## config.mk

```make
export PLATFORM = sky130hd
export DESIGN_NAME = ex_stage
export DESIGN_NICKNAME = d
export VERILOG_FILES = /design/src/rtl/ex_stage.sv
export SDC_FILE = /design/constraint.sdc
export NUM_CORES = 1
export LEC_CHECK = 0
export ABC_AREA = 1
export ABC_CLOCK_PERIOD_IN_PS = 11000
export CAP_MARGIN = 20
export CELL_PAD_IN_SITES_DETAIL_PLACEMENT = 0
export CELL_PAD_IN_SITES_GLOBAL_PLACEMENT = 1
export CORE_ASPECT_RATIO = 0.9
export CORE_UTILIZATION = 40
export DETAILED_ROUTE_END_ITERATION = 10
export GPL_TIMING_DRIVEN = 0
export PLACE_DENSITY_LB_ADDON = 0.1
export RECOVER_POWER = 50
export SYNTH_ARGS = -nofsm -noshare
export SYNTH_HDL_FRONTEND = slang
export SYNTH_SLANG_ARGS = --single-unit
```

## constraint.sdc

```tcl
create_clock -name clk -period 11 [get_ports clk]
set_input_delay 2.2 -clock clk [delete_from_list [all_inputs] [get_ports clk]]
set_output_delay 2.2 -clock clk [all_outputs]
set_load 0.01 [all_outputs]
```

## src/rtl/ex_stage.sv

```systemverilog
// ex_stage: RV32I execute stage - ALU, load/store address, branch/jump resolution.
// Define FAST_SHIFT_EN for a single-cycle barrel shifter; default is an iterative 1-bit/cycle shifter that stalls.
module ex_stage #(
    parameter int XLEN = 32,
    parameter int OP_W = 5
) (
    input  logic            clk,
    input  logic            rst,
    input  logic [OP_W-1:0] ex_op,
    input  logic [4:0]      rd_in,
    input  logic            we_in,
    input  logic [XLEN-1:0] rs1_val,
    input  logic [XLEN-1:0] rs2_val,
    input  logic [XLEN-1:0] imm,
    input  logic [XLEN-1:0] pc,
    input  logic            use_imm,
    output logic [OP_W-1:0] ex_op_out,
    output logic [4:0]      rd_out,
    output logic            we_out,
    output logic [XLEN-1:0] result,
    output logic [XLEN-1:0] mem_addr,
    output logic [XLEN-1:0] store_data,
    output logic            br_taken,
    output logic [XLEN-1:0] br_target,
    output logic            stall_req
);
    logic [XLEN-1:0] a, b, res, sh_res, tgt, addr, sdata;
    logic [4:0] shamt;
    logic valid, is_shift, taken, wr, stall, kill, hold;
    assign a = rs1_val;
    assign b = use_imm ? imm : rs2_val;
    assign shamt = b[4:0];
    assign is_shift = ex_op == 5'd3 || ex_op == 5'd7 || ex_op == 5'd8;
`ifdef FAST_SHIFT_EN
    logic [XLEN-1:0] sra_v;
    assign sra_v = $signed(a) >>> shamt;
    assign sh_res = ex_op == 5'd3 ? a << shamt : ex_op == 5'd7 ? a >> shamt : sra_v;
    assign stall = 1'b0;
`else
    typedef enum logic {IDLE, SHIFT} state_t;
    state_t state, state_nx;
    logic [XLEN-1:0] acc, acc_nx;
    logic [4:0] cnt, cnt_nx;
    always_ff @(posedge clk) begin
        if (rst) begin
            state <= IDLE;
            acc <= '0;
            cnt <= '0;
        end else begin
            state <= state_nx;
            acc <= acc_nx;
            cnt <= cnt_nx;
        end
    end
    // Any non-shift op or unexpected state falls back to IDLE
    always_comb begin
        state_nx = IDLE;
        acc_nx = acc;
        cnt_nx = cnt;
        stall = 1'b0;
        sh_res = a;
        if (is_shift) begin
            case (state)
                IDLE: if (shamt != 5'd0) begin
                    stall = 1'b1;
                    state_nx = SHIFT;
                    acc_nx = a;
                    cnt_nx = shamt;
                end
                SHIFT: if (cnt != 5'd0) begin
                    stall = 1'b1;
                    state_nx = SHIFT;
                    acc_nx = ex_op == 5'd3 ? acc << 1 : {ex_op == 5'd8 && acc[XLEN-1], acc[XLEN-1:1]};
                    cnt_nx = cnt - 5'd1;
                end else sh_res = acc;
                default: state_nx = IDLE;
            endcase
        end
    end
`endif
    always_comb begin
        valid = 1'b1;
        res = '0;
        tgt = '0;
        taken = 1'b0;
        addr = '0;
        sdata = '0;
        wr = we_in;
        case (ex_op)
            5'd1: res = a + b;
            5'd2: res = a - b;
            5'd3, 5'd7, 5'd8: res = sh_res;
            5'd4: res = XLEN'($signed(a) < $signed(b));
            5'd5: res = XLEN'(a < b);
            5'd6: res = a ^ b;
            5'd9: res = a | b;
            5'd10: res = a & b;
            5'd11: res = imm;
            5'd12: res = pc + imm;
            5'd13, 5'd14: begin
                res = pc + XLEN'(4);
                taken = 1'b1;
                tgt = ex_op == 5'd13 ? pc + imm : (a + imm) & ~XLEN'(1);
            end
            5'd15, 5'd16, 5'd17, 5'd18, 5'd19, 5'd20: begin
                wr = 1'b0;
                tgt = pc + imm;
                taken = ex_op == 5'd15 ? rs1_val == rs2_val :
                        ex_op == 5'd16 ? rs1_val != rs2_val :
                        ex_op == 5'd17 ? $signed(rs1_val) < $signed(rs2_val) :
                        ex_op == 5'd18 ? $signed(rs1_val) >= $signed(rs2_val) :
                        ex_op == 5'd19 ? rs1_val < rs2_val : rs1_val >= rs2_val;
            end
            5'd21, 5'd22, 5'd23, 5'd24, 5'd25: addr = a + imm;
            5'd26, 5'd27, 5'd28: begin
                addr = a + imm;
                sdata = rs2_val;
                wr = 1'b0;
            end
            default: valid = 1'b0;
        endcase
    end
    // A stalled cycle presents a bubble: no write-back and no redirect
    assign kill = rst || !valid;
    assign hold = kill || stall;
    assign ex_op_out = kill ? '0 : ex_op;
    assign rd_out = kill ? '0 : rd_in;
    assign we_out = hold ? 1'b0 : wr;
    assign result = hold ? '0 : res;
    assign mem_addr = kill ? '0 : addr;
    assign store_data = kill ? '0 : sdata;
    assign br_taken = hold ? 1'b0 : taken;
    assign br_target = kill ? '0 : tgt;
    assign stall_req = kill ? 1'b0 : stall;
endmodule
```

# Word level (Yosys, flattened, before mapping)
# Cells that the tools add are included.
[op_classes]
eq_ne = 32
n_bitwise = 4
n_mux = 37
order_cmp = 6
n_reduce_logical = 16
add_sub_neg = 6
[op_table]
columns = ["op", "count"]
rows = [
  ["$mux W32", 14],
  ["$pmux W32 S11", 1],
  ["$lt A32 B32 Y1", 4],
  ["$pmux W32 S2", 2],
  ["$add A32 B32 Y32", 3],
  ["$eq A5 B5 Y1 const B", 13],
  ["$ge A32 B32 Y1", 2],
  ["$eq A5 B4 Y1 const B", 8],
  ["$add A32 B3 Y32 const B", 1],
  ["$and A32 B32 Y32", 1],
  ["$eq A32 B32 Y1", 1],
  ["$ne A32 B32 Y1", 1],
  ["$or A32 B32 Y32", 1],
  ["$sub A32 B32 Y32", 1],
  ["$xor A32 B32 Y32", 1],
  ["$reduce_or A28 Y1", 1],
  ["$eq A5 B3 Y1 const B", 4],
  ["$mux W5", 4],
  ["$mux W1", 13],
  ["$eq A5 B2 Y1 const B", 2],
  ["$pmux W5 S2", 1],
  ["$reduce_bool A5 Y1", 2],
  ["$reduce_or A9 Y1", 1],
  ["$reduce_or A8 Y1", 1],
  ["other kinds (13)", 18],
]
[totals]
wordCells = 104
inputBits = 142
reg_bits = 38

# Logic depth before layout (Yosys ltp)
[logic_depth]
ltp_word = 8
ltp_mapped = 22

# Worst setup path before layout
# Ideal clock, no wire load.
[synth_timing]
path_type = "input to output"
startpoint = "input port use_imm"
endpoint = "output port result[25]"
setup_slack_ns = 4.026
n_path_buf = 3
required_time_ns = 8.800
arrival_ns = 4.774
path_stages = 19
path_cell_list = "buf_2 buf_2 clkbuf_1 nand2_1 o21ai_0 ha_1 inv_1 nand2_1 nor2_1 nand3_1 o21ai_0 nand2_1 o21ai_1 nand2_1 nand3_1 nand2_1 nor2_1 nor2_1 nor2_1"
[synth_between]
elab_chain_len = 7
[synth_lines]
columns = ["item", "line_no", "rtl"]
rows = [
  ["start, declared", "16", "input logic use_imm,"],
  ["$mux W32 (*)", "31", "assign b = use_imm ? imm : rs2_val;"],
  ["parallel branches: the longest is 5 deep, another holds $sub A32 B32 Y32", "-", ""],
  ["$mux W32 (*)", "129", "assign result = hold ? '0 : res;"],
  ["end, declared", "20", "output logic [XLEN-1:0] result,"],
]
# Mark *: on every way between the ends.

# Final worst setup path
[layout_timing]
startpoint = "input port use_imm"
endpoint = "output port result[21]"
# The elaborated chain is that of the path after synthesis.

==> run metrics <==
Setup Skew=4.91 ps; # port buffers=~280; synth cell count leaders=nand2_1 (521), inv_1 (417), a21oi_1 (318); Slew Limit Headroom=0.160; met2 usage=0.627; vias in the first global route=just under 20000; H-tree levels=2; DP Area=18800 um2; cts hold-fix bufs=0; Routed wire per std cell=25.2 um; Clock Pin Slew Worst Setup and Hold Paths=60 ps; nets=3430; final setup vio count=0; number of flops mapped to enable cells by yosys=0; clock share of power=0.134; post-route design area=18900 um2; Max VDD drop=0.0760 mV; Post-DP HPWL=between 70000 and 80000 um; clock sink count=38; synthesized instance count=2804; die width=between 200 and 250 um; synthesized flop and latch total=38; DRT antenna net count=0; worst hold path type=reg -> reg; Critical Path AT=7240 ps; Worst Max-Slew Pin Slew=1260 ps; Setup CP Type=in -> out; fin. max-slew vios=0; GR Layer Usage met3=0.0965; Placed Instances=roughly 3600; top-area cell type share of the netlist area=0.158; hold slack=526 ps; Flop pwr share=0.117; Hold Vio Cnt, Final=0; Final Cycle Share=0.859; status=completed; initial antenna violation count=0; largest net degree at the start of global routing=12; Synth-to-Final Area Change=22.7%; largest fanout on the critical path=10; cell with the most instances after synthesis=nand2_1; total CTS buffers=5; drt pass-1 iters=8; Core ar.=about 38000 um2; Sw Pwr=0.000717 W; Reg area=761 um2; Post-Layout Cell Count=3573; Async S/R FF share, synth=0; FF-to-FF End=acc[22]$_SDFFE_PP0P_; pwr dens=67.4 nW/um2; CTS tree=done; CP required=8800 ps; combinational cell fraction of total power=0.748; cell internal pwr=0.000555 W; Critical Path End Type=output port; Worst setup SP type=primary input; Via Count=around 22000; Sw Ratio=0.564; Max-Cap Viols=0; grt total ovfl=0; Rows=67; Initial Util=0.410; syn avg cell area=about 5.5 um2; Ys Warns=0; DP Worst Slack=1870 ps; GRT Total Usage=0.440; busiest metal layer after global routing=met2; clock insertion delay at the later pin of the skew report=290 ps; fillers=just over 4000; depth of the most critical reg-to-reg path=10; synthesized net count=about 3100; Multi-input gate area=~13000 um2; met1 usage=0.622; Clock Path Buffers=2; routability cong.=1.16; Final TNS setup=0 ps; Post-CTS Resized=0; die area=39300 um2; ant diodes=0; CTS root buf=clkbuf_16; first-pass GRT wire length=128000 um; ys flop type=dfxtp_1; mapped cell area=15400 um2; top cells by area, synth=ha_1 (16%), nand2_1 (13%), a21oi_1 (10%); hold endpoint=acc[6]$_SDFFE_PP0P_; DRC=0; Starting DRT DRC Count=between 3000 and 4000; Reg2Reg Setup Slack=8270 ps; RSZ-0062 raised after global routing=false; die height=188 um; distinct cell type count after synthesis=56; crit path time final=9440 ps; worst hold start=acc[6]$_SDFFE_PP0P_; share of cells above drive strength 1=0.0301; post-synthesis sequential area ratio=0.0494; min setup slack post-route=1560 ps; Leakage=8.75 nW; reg2reg start=cnt[0]$_SDFFE_PP0P_; boundary pin count=283; hold-critical path depth=2; Avg Vias per Cell=6.16; Synth area leader=ha_1; maximum clock frequency=106 MHz; setup bufs post-CTS=0; Post-Route WL=89900 um
## routing by layer
| layer | vias up | share of wire | routed length (um) |
|---|---|---|---|
| li1 | 10064 | - | - |
| met1 | 10107 | 0.42 | 38000 |
| met2 | 1616 | 0.39 | 35500 |
| met3 | 232 | 0.13 | 11400 |
| met4 | 0 | 0.057 | 5110 |
| met5 | - | 0 | 0 |
## logic make-up (layout without fill, tap and decap cells)
logic type	Yosys count	after routing	share of synthesized area
flip-flops	38	38	0.0494
XOR/XNOR	46	46	0.0262
adder cells (fa/ha/maj)	198	198	0.163
AND/OR/NAND/NOR	1208	1208	0.337
AO/OA/AOI/OAI	781	781	0.288
buffers and inverters	533	819	0.136
## how the worst max path moves through the flow
stage / from / end / slack [ps]
3_3_place_gp: use_imm / result[21] / 1850
6_report: use_imm / result[21] / 1560
4_1_cts: use_imm / result[21] / 1850
5_1_grt: ex_op[3] / br_target[2] / 1430
2_1_floorplan: use_imm / result[25] / 4030
3_5_place_dp: use_imm / result[21] / 1870
## final cells by class
class,count,area share
Buffer,99,0.0215
Clock buffer,6,0.00735
Tap cell,483,0.0320
Sequential cell,38,0.0403
Clock inverter,1,0.00159
Inverter,434,0.0862
Timing Repair Buffer,279,0.148
Multi-Input combinational cell,2233,0.663
## power by group through the flow
stage	clock network [W]	logic [W]	registers, W
3_5_place_dp	0	0.000910	0.000152
2_1_floorplan	0	0.000535	0.000151
3_3_place_gp	0	0.000905	0.000152
6_report	0.000171	0.000952	0.000149
5_1_grt	0.000175	0.00101	0.000150
4_1_cts	0.000169	0.000916	0.000149
## critical path, stage by stage
cell             delay [ps]
buf_2                   160
buf_2                   290
clkbuf_1                660
o21ai_0                 390
ha_1                    440
inv_1                   210
nand2_1                 240
nor2_1                  210
nand3_1                  80
o21ai_0                 570
nand2_1                 250
o21ai_1                 330
o21ai_0                 120
a21oi_1                 220
nor2_1                   70
nor2_1                  210
clkdlybuf4s50_1         580
## state kept, by name (all words and copies together) (netlist names)
register and flops:
acc 32, cnt 5, state 1
## per-stage QoR
stage,power [W],utilization
after CTS,0.00123,0.505
after detailed placement,0.00106,0.500
after global placement,0.00106,0.500
final,0.00127,0.503
after global routing,0.00134,0.503
after floorplan,0.000686,-
## cells in the final DEF (no fill, tap or decap), drive strengths merged, types with 39 or more instances in the layout
cell / synthesis / layout
nand2: 523 / 523
inv: 432 / 432
a21oi: 318 / 318
nor2: 316 / 316
o21ai: 258 / 258
clkdlybuf4s50: 0 / 236
ha: 194 / 194
nand3: 182 / 182
nor3: 87 / 87
clkbuf: 56 / 75
o22ai: 43 / 43
dlygate4sd3: 0 / 43
nand4: 39 / 39
(Power assumes the default switching activity.)
